## src/rtl/rysy_uart_pkg.sv

```systemverilog
// -----------------------------------------------------------------------------
// rysy_uart_pkg
// Shared definitions for the rysy UART transmitter peripheral:
//   - register word indices (addr[1:0])
//   - STATUS register bit positions
//   - transmitter FSM state type
//   - divisor helper (a programmed divisor of 0 behaves as 1)
// -----------------------------------------------------------------------------
package rysy_uart_pkg;

    // Register word indices, decoded from addr[1:0]
    localparam logic [1:0] REG_DATA   = 2'd0;
    localparam logic [1:0] REG_STATUS = 2'd1;
    localparam logic [1:0] REG_DIV    = 2'd2;

    // STATUS register bit positions
    localparam int ST_BUSY      = 0;
    localparam int ST_FULL      = 1;
    localparam int ST_EMPTY     = 2;
    localparam int ST_OVERRUN   = 3;
    localparam int ST_COUNT_LSB = 4;
    localparam int ST_COUNT_MSB = 8;

    // Transmitter frame states
    typedef enum logic [1:0] {
        IDLE  = 2'd0,
        START = 2'd1,
        DATA  = 2'd2,
        STOP  = 2'd3
    } uart_state_t;

    // A zero divisor would stall the bit counter, so it is treated as 1
    function automatic logic [15:0] eff_div(input logic [15:0] div);
        logic [15:0] res;
        if (div == 16'd0) begin
            res = 16'd1;
        end else begin
            res = div;
        end
        return res;
    endfunction

endpackage

```

## src/rtl/uart_tx_periph_if.sv

```systemverilog
// -----------------------------------------------------------------------------
// uart_tx_periph_if
// Core-side bus bundle shared with the GPIO-style peripherals.
//   addr  [7:0]  word address (core addr[9:2])
//   be    [3:0]  byte enables for writes
//   wdata [31:0] write data
//   we           write strobe, already qualified for this peripheral
//   q     [31:0] registered read data returned to the interconnect
// master: interconnect side, slave: peripheral side.
// -----------------------------------------------------------------------------
interface uart_tx_periph_if;

    logic [7:0]  addr;
    logic [3:0]  be;
    logic [31:0] wdata;
    logic        we;
    logic [31:0] q;

    modport master (
        output addr,
        output be,
        output wdata,
        output we,
        input  q
    );

    modport slave (
        input  addr,
        input  be,
        input  wdata,
        input  we,
        output q
    );

endinterface

```

## src/rtl/uart_tx_periph_sync_fifo.sv

```systemverilog
// -----------------------------------------------------------------------------
// sync_fifo
// Single-clock FIFO with show-ahead output (dout is the current head while
// not empty). Pushes while full and pops while empty are ignored. A pop in
// the same cycle as a push on a full FIFO does not make room for the push.
// Ports:
//   clk, rst      clock, asynchronous active-high reset (contents discarded)
//   push, din     write request and data
//   pop           remove the head entry
//   dout          head entry
//   full, empty   occupancy flags
//   count         number of stored entries (0..DEPTH)
// -----------------------------------------------------------------------------
module sync_fifo #(
    parameter int WIDTH = 8,
    parameter int DEPTH = 4
) (
    input  logic                       clk,
    input  logic                       rst,
    input  logic                       push,
    input  logic [WIDTH-1:0]           din,
    input  logic                       pop,
    output logic [WIDTH-1:0]           dout,
    output logic                       full,
    output logic                       empty,
    output logic [$clog2(DEPTH+1)-1:0] count
);

    localparam int AW = (DEPTH > 1) ? $clog2(DEPTH) : 1;
    localparam int CW = $clog2(DEPTH + 1);

    logic [WIDTH-1:0] mem_r [DEPTH];
    logic [AW-1:0]    wr_ptr_r;
    logic [AW-1:0]    rd_ptr_r;
    logic [CW-1:0]    count_r;
    logic             do_push_s;
    logic             do_pop_s;

    // Qualify requests against the occupancy seen at this edge
    always_comb begin
        full      = (count_r == CW'(DEPTH));
        empty     = (count_r == CW'(0));
        do_push_s = push && !full;
        do_pop_s  = pop && !empty;
        dout      = mem_r[rd_ptr_r];
        count     = count_r;
    end

    // Storage array; data needs no reset because count gates visibility
    always_ff @(posedge clk) begin
        if (do_push_s) begin
            mem_r[wr_ptr_r] <= din;
        end
    end

    // Pointers wrap naturally since DEPTH is a power of two
    always_ff @(posedge clk or posedge rst) begin
        if (rst) begin
            wr_ptr_r <= AW'(0);
            rd_ptr_r <= AW'(0);
            count_r  <= CW'(0);
        end else begin
            if (do_push_s) begin
                wr_ptr_r <= wr_ptr_r + AW'(1);
            end
            if (do_pop_s) begin
                rd_ptr_r <= rd_ptr_r + AW'(1);
            end
            case ({do_push_s, do_pop_s})
                2'b10:   count_r <= count_r + CW'(1);
                2'b01:   count_r <= count_r - CW'(1);
                default: count_r <= count_r;
            endcase
        end
    end

endmodule

```

## src/rtl/uart_tx_periph.sv

```systemverilog
// -----------------------------------------------------------------------------
// uart_tx_periph
// Memory-mapped 8N1 UART transmitter. Bytes written to DATA are queued in a
// small FIFO and shifted out LSB first on tx at DIV clock cycles per bit.
// Register map (addr[1:0]): 0 DATA (wo, reads 0), 1 STATUS, 2 DIV (rw),
// 3 reserved (reads 0).
// Ports:
//   clk   system clock
//   rst   asynchronous active-high reset; forces tx high immediately
//   bus   core-side slave bundle (addr, be, wdata, we in; registered q out)
//   tx    serial output, idle high, driven straight from a flop
// -----------------------------------------------------------------------------
module uart_tx_periph
    import rysy_uart_pkg::*;
#(
    parameter int DIV_RESET  = 434,
    parameter int FIFO_DEPTH = 4
) (
    input  logic            clk,
    input  logic            rst,
    uart_tx_periph_if.slave bus,
    output logic            tx
);

    localparam int          CW       = $clog2(FIFO_DEPTH + 1);
    localparam logic [15:0] DIV_INIT = 16'(DIV_RESET);

    // Register state
    logic [15:0]  div_r;
    logic         overrun_r;
    logic [31:0]  q_r;

    // Transmitter state
    uart_state_t  state_r;
    logic [7:0]   shift_r;
    logic [15:0]  bit_cnt_r;
    logic [2:0]   bit_idx_r;
    logic         tx_r;

    // Decode and datapath
    logic [1:0]   reg_idx_s;
    logic         data_wr_s;
    logic         ovr_clr_s;
    logic         ovr_set_s;
    logic         div_wr_lo_s;
    logic         div_wr_hi_s;
    logic [15:0]  div_eff_s;
    logic [15:0]  bit_reload_s;
    logic         bit_done_s;
    logic         pop_s;
    logic [31:0]  status_s;
    logic [31:0]  rdata_s;

    // FIFO interface
    logic [7:0]   fifo_dout_s;
    logic         fifo_full_s;
    logic         fifo_empty_s;
    logic [CW-1:0] fifo_count_s;

    // Bus bits that are intentionally not decoded
    logic         unused_s;
    assign unused_s = ^{bus.addr[7:2], bus.be[3:2], bus.wdata[31:16]};

    sync_fifo #(
        .WIDTH (8),
        .DEPTH (FIFO_DEPTH)
    ) u_fifo (
        .clk   (clk),
        .rst   (rst),
        .push  (data_wr_s),
        .din   (bus.wdata[7:0]),
        .pop   (pop_s),
        .dout  (fifo_dout_s),
        .full  (fifo_full_s),
        .empty (fifo_empty_s),
        .count (fifo_count_s)
    );

    // Write decode: only addr[1:0] selects a register
    always_comb begin
        reg_idx_s   = bus.addr[1:0];
        data_wr_s   = 1'b0;
        ovr_clr_s   = 1'b0;
        div_wr_lo_s = 1'b0;
        div_wr_hi_s = 1'b0;
        if (bus.we) begin
            data_wr_s   = bus.be[0] && (reg_idx_s == REG_DATA);
            ovr_clr_s   = bus.be[0] && (reg_idx_s == REG_STATUS) && bus.wdata[ST_OVERRUN];
            div_wr_lo_s = bus.be[0] && (reg_idx_s == REG_DIV);
            div_wr_hi_s = bus.be[1] && (reg_idx_s == REG_DIV);
        end else begin
            data_wr_s   = 1'b0;
            ovr_clr_s   = 1'b0;
            div_wr_lo_s = 1'b0;
            div_wr_hi_s = 1'b0;
        end
        // A push into a full FIFO is dropped by the FIFO and flagged here
        ovr_set_s = data_wr_s && fifo_full_s;
    end

    // Bit timing and head-of-queue pop decision
    always_comb begin
        div_eff_s    = eff_div(div_r);
        bit_reload_s = div_eff_s - 16'd1;
        bit_done_s   = (bit_cnt_r == 16'd0);
        case (state_r)
            IDLE:    pop_s = !fifo_empty_s;
            STOP:    pop_s = bit_done_s && !fifo_empty_s;
            default: pop_s = 1'b0;
        endcase
    end

    // STATUS word assembly and read mux
    always_comb begin
        status_s                              = 32'd0;
        status_s[ST_BUSY]                     = (state_r != IDLE) || !fifo_empty_s;
        status_s[ST_FULL]                     = fifo_full_s;
        status_s[ST_EMPTY]                    = fifo_empty_s;
        status_s[ST_OVERRUN]                  = overrun_r;
        status_s[ST_COUNT_MSB:ST_COUNT_LSB]   = 5'(fifo_count_s);
        case (reg_idx_s)
            REG_DATA:   rdata_s = 32'd0;
            REG_STATUS: rdata_s = status_s;
            REG_DIV:    rdata_s = {16'd0, div_r};
            default:    rdata_s = 32'd0;
        endcase
    end

    // Divisor register (byte-wise) and sticky overrun flag; set beats clear
    always_ff @(posedge clk or posedge rst) begin
        if (rst) begin
            div_r     <= DIV_INIT;
            overrun_r <= 1'b0;
        end else begin
            if (div_wr_lo_s) begin
                div_r[7:0] <= bus.wdata[7:0];
            end
            if (div_wr_hi_s) begin
                div_r[15:8] <= bus.wdata[15:8];
            end
            if (ovr_set_s) begin
                overrun_r <= 1'b1;
            end else if (ovr_clr_s) begin
                overrun_r <= 1'b0;
            end
        end
    end

    // Registered read data, sampled every cycle with no side effects
    always_ff @(posedge clk or posedge rst) begin
        if (rst) begin
            q_r <= 32'd0;
        end else begin
            q_r <= rdata_s;
        end
    end

    // Frame FSM: the bit counter reloads from DIV at every bit boundary, so
    // a divisor change takes effect on the next bit, never mid-bit
    always_ff @(posedge clk or posedge rst) begin
        if (rst) begin
            state_r   <= IDLE;
            shift_r   <= 8'd0;
            bit_cnt_r <= 16'd0;
            bit_idx_r <= 3'd0;
            tx_r      <= 1'b1;
        end else begin
            case (state_r)
                IDLE: begin
                    if (pop_s) begin
                        shift_r   <= fifo_dout_s;
                        bit_cnt_r <= bit_reload_s;
                        state_r   <= START;
                        tx_r      <= 1'b0;
                    end else begin
                        tx_r      <= 1'b1;
                    end
                end
                START: begin
                    if (bit_done_s) begin
                        tx_r      <= shift_r[0];
                        shift_r   <= {1'b0, shift_r[7:1]};
                        bit_idx_r <= 3'd0;
                        bit_cnt_r <= bit_reload_s;
                        state_r   <= DATA;
                    end else begin
                        bit_cnt_r <= bit_cnt_r - 16'd1;
                    end
                end
                DATA: begin
                    if (bit_done_s) begin
                        bit_cnt_r <= bit_reload_s;
                        if (bit_idx_r == 3'd7) begin
                            tx_r    <= 1'b1;
                            state_r <= STOP;
                        end else begin
                            tx_r      <= shift_r[0];
                            shift_r   <= {1'b0, shift_r[7:1]};
                            bit_idx_r <= bit_idx_r + 3'd1;
                        end
                    end else begin
                        bit_cnt_r <= bit_cnt_r - 16'd1;
                    end
                end
                STOP: begin
                    if (bit_done_s) begin
                        if (pop_s) begin
                            // Back-to-back frame: start bit follows stop bit directly
                            shift_r   <= fifo_dout_s;
                            bit_cnt_r <= bit_reload_s;
                            state_r   <= START;
                            tx_r      <= 1'b0;
                        end else begin
                            state_r   <= IDLE;
                            tx_r      <= 1'b1;
                        end
                    end else begin
                        bit_cnt_r <= bit_cnt_r - 16'd1;
                    end
                end
                default: begin
                    state_r <= IDLE;
                    tx_r    <= 1'b1;
                end
            endcase
        end
    end

    assign bus.q = q_r;
    assign tx    = tx_r;

endmodule

```

## src/flat_wrapper.sv

```systemverilog
// flat-port wrapper written by rule: the top's interface ports become plain ports
module uart_tx_periph_flat import rysy_uart_pkg::*;
#(
    parameter int DIV_RESET  = 434,
    parameter int FIFO_DEPTH = 4
)
  (clk, rst, tx, bus_addr, bus_be, bus_wdata, bus_we, bus_q);
  uart_tx_periph_if bus_i ();
  input  logic clk;
  input  logic rst;
  output logic tx;
  input wire logic [$bits(bus_i.addr)-1:0] bus_addr;
  input wire logic [$bits(bus_i.be)-1:0] bus_be;
  input wire logic [$bits(bus_i.wdata)-1:0] bus_wdata;
  input wire logic [$bits(bus_i.we)-1:0] bus_we;
  output wire logic [$bits(bus_i.q)-1:0] bus_q;
  assign bus_i.addr = bus_addr;
  assign bus_i.be = bus_be;
  assign bus_i.wdata = bus_wdata;
  assign bus_i.we = bus_we;
  assign bus_q = bus_i.q;
  uart_tx_periph #(.DIV_RESET(DIV_RESET), .FIFO_DEPTH(FIFO_DEPTH)) u_core (.clk(clk), .rst(rst), .bus(bus_i), .tx(tx));
endmodule
```

## config.mk

```make
export PLATFORM = sky130hd
export DESIGN_NAME = uart_tx_periph_flat
export DESIGN_NICKNAME = d
export VERILOG_FILES = /design/src/rtl/rysy_uart_pkg.sv /design/src/rtl/uart_tx_periph_if.sv /design/src/rtl/uart_tx_periph_sync_fifo.sv /design/src/rtl/uart_tx_periph.sv /design/src/flat_wrapper.sv
export SDC_FILE = /design/constraint.sdc
export NUM_CORES = 1
export LEC_CHECK = 0
export BUFFER_PORTS_ARGS = -buffer_cell sky130_fd_sc_hd__buf_2
export CORE_UTILIZATION = 35
export CTS_BUF_LIST = sky130_fd_sc_hd__clkbuf_8
export DETAILED_ROUTE_END_ITERATION = 8
export HOLD_SLACK_MARGIN = 0.05
export PLACE_DENSITY = 0.59
export SYNTH_ARGS = -nofsm -noshare
export SYNTH_HDL_FRONTEND = slang
export SYNTH_HIERARCHICAL = 1
export SYNTH_SLANG_ARGS = --single-unit
```

## constraint.sdc

```tcl
create_clock -name clk -period 3.6 [get_ports clk]
set_clock_uncertainty 0.15 [all_clocks]
set_input_delay 0.18 -clock clk [delete_from_list [all_inputs] [get_ports clk]]
set_output_delay 0.18 -clock clk [all_outputs]
set_load 0.1 [all_outputs]
```

# == Yosys cells after proc, flatten, opt, wreduce, memory -nomap -nowiden ==
# Memories as Yosys holds them, arrays and structs flattened.
# Index checks and enable logic that the tools add are counted.
# totals
n_memories,1
mem_bits_rw,32
register_bits,70
in_bits,47
# mem_list
memory,depth,word_bits,read_ports,rd_ports_with_merged_regs,wr,line,text
u_core.u_fifo.mem_r,4,8,1,0,1,uart_tx_periph_sync_fifo.sv:32,logic [WIDTH-1:0] mem_r [DEPTH];
# classes
addsub,7
eq_ne,15
mux,39
reduce_logical,26
# ops
cell,n
$mux 16,4
$pmux 16 s3,1
$mux 8,5
$logic_not 16->1,2
$pmux 16 s2,1
$pmux 8 s4,1
$sub 16x1->16 const B,2
$mux 1,14
$pmux 3 s2,2
$mux 2,5
$logic_and 1x1->1,9
$mux 3,3
$eq 2x2->1 const B,4
$ne 2x1->1 const B,4
$pmux 2 s4,1
$reduce_and 4->1,2
$reduce_bool 2->1,4
$add 3x1->3 const B,2
$eq 2x1->1 const B,3
$eq 3x3->1 const B,2
$reduce_and 5->1,1
$add 2x1->2 const B,2
$logic_not 2->1,2
$ne 2x2->1 const B,2
8 further kinds,9

# == Longest topological paths before layout ==
# depth
depth_word,7
mapped_depth,14

# == By module ==
# The synthesis kept the hierarchy.
# by_module_without_submodules
mod,cells_each,n_inst,seq_area_each_um2,area_each_um2
uart_tx_periph,403,1,1584.0,3916.3
sync_fifo,80,1,1136.1,1596.5

# == Least setup slack after synthesis ==
# Ideal clock, no wire load.
# synth_timing
path_kind,register to register
from,register u_core.bit_cnt_r[2]
to,"register u_core.u_fifo.count_r[2], in the netlist u_core/u_fifo/count[2]"
path_slack_ns,0.477
path_buffers,1
arrival_time_ns,2.894
setup_ns,0.079
t_required_ns,3.371
stages_incl_launch_ff,14
cell_sequence,dfrtp_1 nor4_2 and2_1 buf_4 a41oi_1 nand2b_1 clkinv_2 o31a_2 ha_1 inv_1 fa_1 xor2_1 nor2_1 xor2_1
# synth_via
elab_chain_cells,6
# synth_rtl
element,line,text
"start, declared",uart_tx_periph.sv:36,logic [15:0] bit_cnt_r;
"start signal, assigned",uart_tx_periph.sv:172,bit_cnt_r <= bit_reload_s;
"start signal, assigned",uart_tx_periph.sv:184,bit_cnt_r <= bit_reload_s;
"start signal, assigned",uart_tx_periph.sv:187,bit_cnt_r <= bit_cnt_r - 16'd1;
$logic_not 16->1 (*),uart_tx_periph.sv:105,bit_done_s = (bit_cnt_r == 16'd0);
$logic_and 1x1->1 (*),uart_tx_periph.sv:108,STOP: pop_s = bit_done_s && !fifo_empty_s;
$pmux 1 s2 (*),uart_tx_periph.sv:106,case (state_r)
via u_core.pop_s,uart_tx_periph.sv:50,logic pop_s;
$logic_and 1x1->1 (*),uart_tx_periph_sync_fifo.sv:44,do_pop_s = pop && !empty;
via u_core.u_fifo.do_pop_s,uart_tx_periph_sync_fifo.sv:37,logic do_pop_s;
$eq 2x1->1 / $eq 2x2->1 (equally long branches),uart_tx_periph_sync_fifo.sv:69,"case ({do_push_s, do_pop_s})"
$pmux 3 s2 / $reduce_bool 2->1 (equally long branches),n/a,
"end signal, assigned",uart_tx_periph_sync_fifo.sv:70,2'b10: count_r <= count_r + CW'(1);
"end signal, assigned",uart_tx_periph_sync_fifo.sv:71,2'b01: count_r <= count_r - CW'(1);
"end signal, assigned",uart_tx_periph_sync_fifo.sv:72,default: count_r <= count_r;
"end, declared",uart_tx_periph_sync_fifo.sv:35,logic [CW-1:0] count_r;
# The timed path passes the listed nets; every way through them passes the cells marked *.
# A chain may end at the register's enable or synchronous reset.

# == Final worst setup path ==
# layout_timing
from,register u_core.bit_cnt_r[11]
to,"register u_core.u_fifo.count_r[2], in the netlist u_core/u_fifo/count[2]"
# Same word-level chain as after synthesis.

==> key figures <==
Status
  – Outcome: complete, no violations

Route
  – DR WL met2: slightly below 6 mm
  – Drt total wl: 12.2 mm
  – DRT antenna net count: 0
  – DR vias: 3913
  – Vias per inst: roughly 5.1
  – DR DRC count: 0
  – First DRT Iteration DRCs: roughly 210
  – Uppermost layer routed: met4
  – Met1 Wirelength: 5.56 mm
  – WL met3: 595 um
  – Drt pass-1 iters: 5
  – Drt wl/cell: approximately 16 um

Synth
  – Top FF cell, synth: dfrtp_1
  – Sequential share of the synthesized area: 0.493
  – Largest cells by area after synthesis: dfrtp_1 29%, edfxtp_1 17%, mux2_2 8.0%
  – Fraction of the mapped netlist area in simple logic gates: 0.127
  – Largest family of logic cells by synthesized area: compound AO/OA/AOI/OAI gates
  – Synth Area in Compound Gates: 0.130
  – EDFF count, synth: 32
  – Adder-cell share of the synthesized area: 0.0399
  – Synth area leader: dfrtp_1
  – Synth unique cells: between 60 and 70
  – Synth Cell Area: about 5500 um2
  – Synth Instances: ~480
  – Synth top area share: 0.291
  – Post-synthesis mux area share: 0.122
  – Synthesized area per cell: approximately 11 um2
  – Yosys Warn Count: 6
  – Ys async rst share: 0.686
  – Xor-xnor portion of the synthesized cell area: 0.0350
  – #FFs+latches synth: 102

Timing
  – Setup violators final: 0
  – Measured slew at the worst slew-check pin: between 0.8 and 0.9 ns
  – Slew margin rel.: 0.421
  – Final worst slack: between 0.3 and 0.4 ns
  – Final worst path period share: 0.906
  – TNS Setup: 0 ns
  – RSZ-0062 raised after global routing: no
  – Final Hold Viols: 0
  – Fin crit period: 3.26 ns
  – Peak Freq: 0.307 GHz
  – Max-slew violation total from the final report: 0

Critical path
  – Max Fanout on Critical Path: 5
  – Crit path DAT: between 3 and 4 ns
  – Crit end category: flop
  – Worst setup path class: reg2reg
  – Critical path data required time: 3.75 ns
  – Setup crit start kind: flop

Clocking
  – Setup bufs post-CTS: 0
  – Post-CTS Hold Buffers: 19
  – Clock Latency Late Sink: roughly 0.38 ns
  – CTS clk-pin slew, worst paths: approximately 0.1 ns
  – Clock tree buffer depth: 2
  – Max H-tree Level: 3
  – Clock root cell: clkbuf_8
  – CTS tree: built
  – Clock sink count: roughly 100
  – CTS buffer count: 9
  – Post-CTS Resized: 0

Job
  – Max-cap violations: 0

Die
  – Rows: 45
  – Die height: about 130 um
  – Initial cell density of the core: 0.360
  – Core Footprint: ~15000 um2
  – Die area: roughly 16000 um2
  – Die width: approximately 130 um
  – IO Pins: 80

Placed design
  – DP Wirelength: approximately 8.7 mm
  – GPL Wtd Cong: approximately 0.87
  – Port Buffers: 39
  – Place WS: 0.407 ns

Power
  – Logic gate share of total power: 0.498
  – Switching power total: between 2 and 2.5 mW
  – Peak supply drop: approximately 420 uV
  – Sequential share of power: 0.363
  – Internal power: 2.83 mW
  – PwrDens: around 790 nW/um2
  – Leak: ~2.6 nW
  – Net Sw Frac: 0.435
  – Clock network fraction of design power: 0.139

GRT
  – Initial antenna violation count: 0
  – Remaining Overflow, GRT: 0
  – First-pass GRT wire length: between 20 and 25 mm
  – All-layer global routing usage: 0.160
  – Largest net degree at the start of global routing: 34
  – Vias in the first global route: 3915

Min path
  – Min-Delay Path Class: in2async

Final layout
  – Commonest cells after routing, fill and taps aside: 64 x dfrtp_1, 39 x buf_2, 39 x mux2_2, 32 x edfxtp_1, 25 x nand2_1
  – FILL cells: approximately 1500
  – Area delta synth->final: 14.5%
  – Most common cell after layout, fill and taps aside: dfrtp_1
  – Ratio of cells with drive above 1 in the final layout: 0.253
  – Nets: 609
  – # diodes: 0
  – Final core utilization: 0.412
## registers in the layout, summed over array words and instances (netlist names), 3 cells and up
register             count
u_core/bus.q            16
u_core/bit_idx_r         3
u_core/u_fifo/count      3
u_core/u_fifo/mem_r     32
u_core/bit_cnt_r        16
u_core/shift_r           8
u_core/div_r            16
## power groups by stage
stage	clock, mW	sequential [mW]	combinational (mW)
floorplan	0	1.86	1.84
global placement	0	1.82	2.40
detailed placement	0	1.83	2.47
CTS	0.718	1.81	2.50
global route	0.767	1.86	2.75
finish	0.694	1.81	2.49
## worst paths after layout
| path | start | endpoint | slack (ns) | cells after the start |
|---|---|---|---|---|
| worst min register to register | u_core/tx | u_core/tx | 0.34 | 2 |
| worst min-delay path | rst | u_core/u_fifo/count[1] | 0.12 | 3 |
| worst max register to register | u_core/bit_cnt_r[11] | u_core/u_fifo/count[2] | 0.34 | 12 |
| worst max-delay path | u_core/bit_cnt_r[11] | u_core/u_fifo/count[2] | 0.34 | 12 |
| min in group clk | bus_addr[1] | u_core/bus.q[2] | 0.23 | 4 |
| max in group asynchronous | rst | u_core/div_r[1] | 2.08 | 4 |
## synth_stat cells (all sizes together) (3+ instances only)
cell,number
mux2,40
or4,4
o22ai,3
buf,22
nor3b,3
mux4,8
o21ai,27
a22o,5
edfxtp,32
and3,3
mux2i,4
dfrtp,64
xor2,8
nand2b,5
dfstp,6
xnor2,14
and2,15
nand2,25
a31oi,4
o22a,3
a21o,4
nor3,6
a22oi,9
nor2,23
clkbuf,14
nor2b,10
a21oi,22
nand3,10
nand4,5
ha,16
inv,21
nor4,8
or3,6
## routing by layer
metal  vias to the layer above  global-route usage
met4                         0              0.0665
met3                        17              0.0314
li1                       1853                   -
met1                      1933               0.211
met5                         -                   0
met2                       110               0.259
## stage by stage
stage / total power, mW / hold WS (ns) / std cells / cell area [um2]
6_report: 5.00 / 0.121 / 761 / 6310
3_3_place_gp: 4.22 / -0.0233 / 726 / 5930
4_1_cts: 5.03 / 0.120 / 761 / 6310
5_1_grt: 5.37 / 0.149 / 761 / 6310
3_5_place_dp: 4.30 / -0.00750 / 726 / 5930
2_1_floorplan: 3.69 / -0.167 / 498 / 5570
## critical path: stages, from the launching register on
cell and delay [ns]:
dfrtp_1 0.45, nor4_1 0.48, and2_1 0.28, a41oi_1 0.15, nand2b_1 0.32, clkinv_2 0.13
o31a_2 0.20, ha_1 0.19, inv_1 0.06, fa_1 0.37, xor2_1 0.15, nor2_1 0.11
xor2_1 0.16
## logic make-up (layout without fill, tap and decap cells)
group | after synthesis | after routing
AO/OA/AOI/OAI | 105 | 105
multiplexers | 52 | 52
adder cells (fa/ha/maj) | 17 | 17
AND/OR/NAND/NOR | 126 | 126
buffers and inverters | 58 | 110
flip-flops | 102 | 102
XOR/XNOR | 22 | 22
other | 1 | 16
## area by class of cell
cell class,instances,area (um2),share of cell area
clock buffers,9,124,0.0196
clock inverters,7,66.3,0.0105
inverters,22,83.8,0.0133
multi-input cells,338,2560,0.406
flip-flops and latches,102,2720,0.431
well taps,211,264,0.0418
repair buffers,72,490,0.0777
No activity file was read; power rests on OpenSTA's default activity.
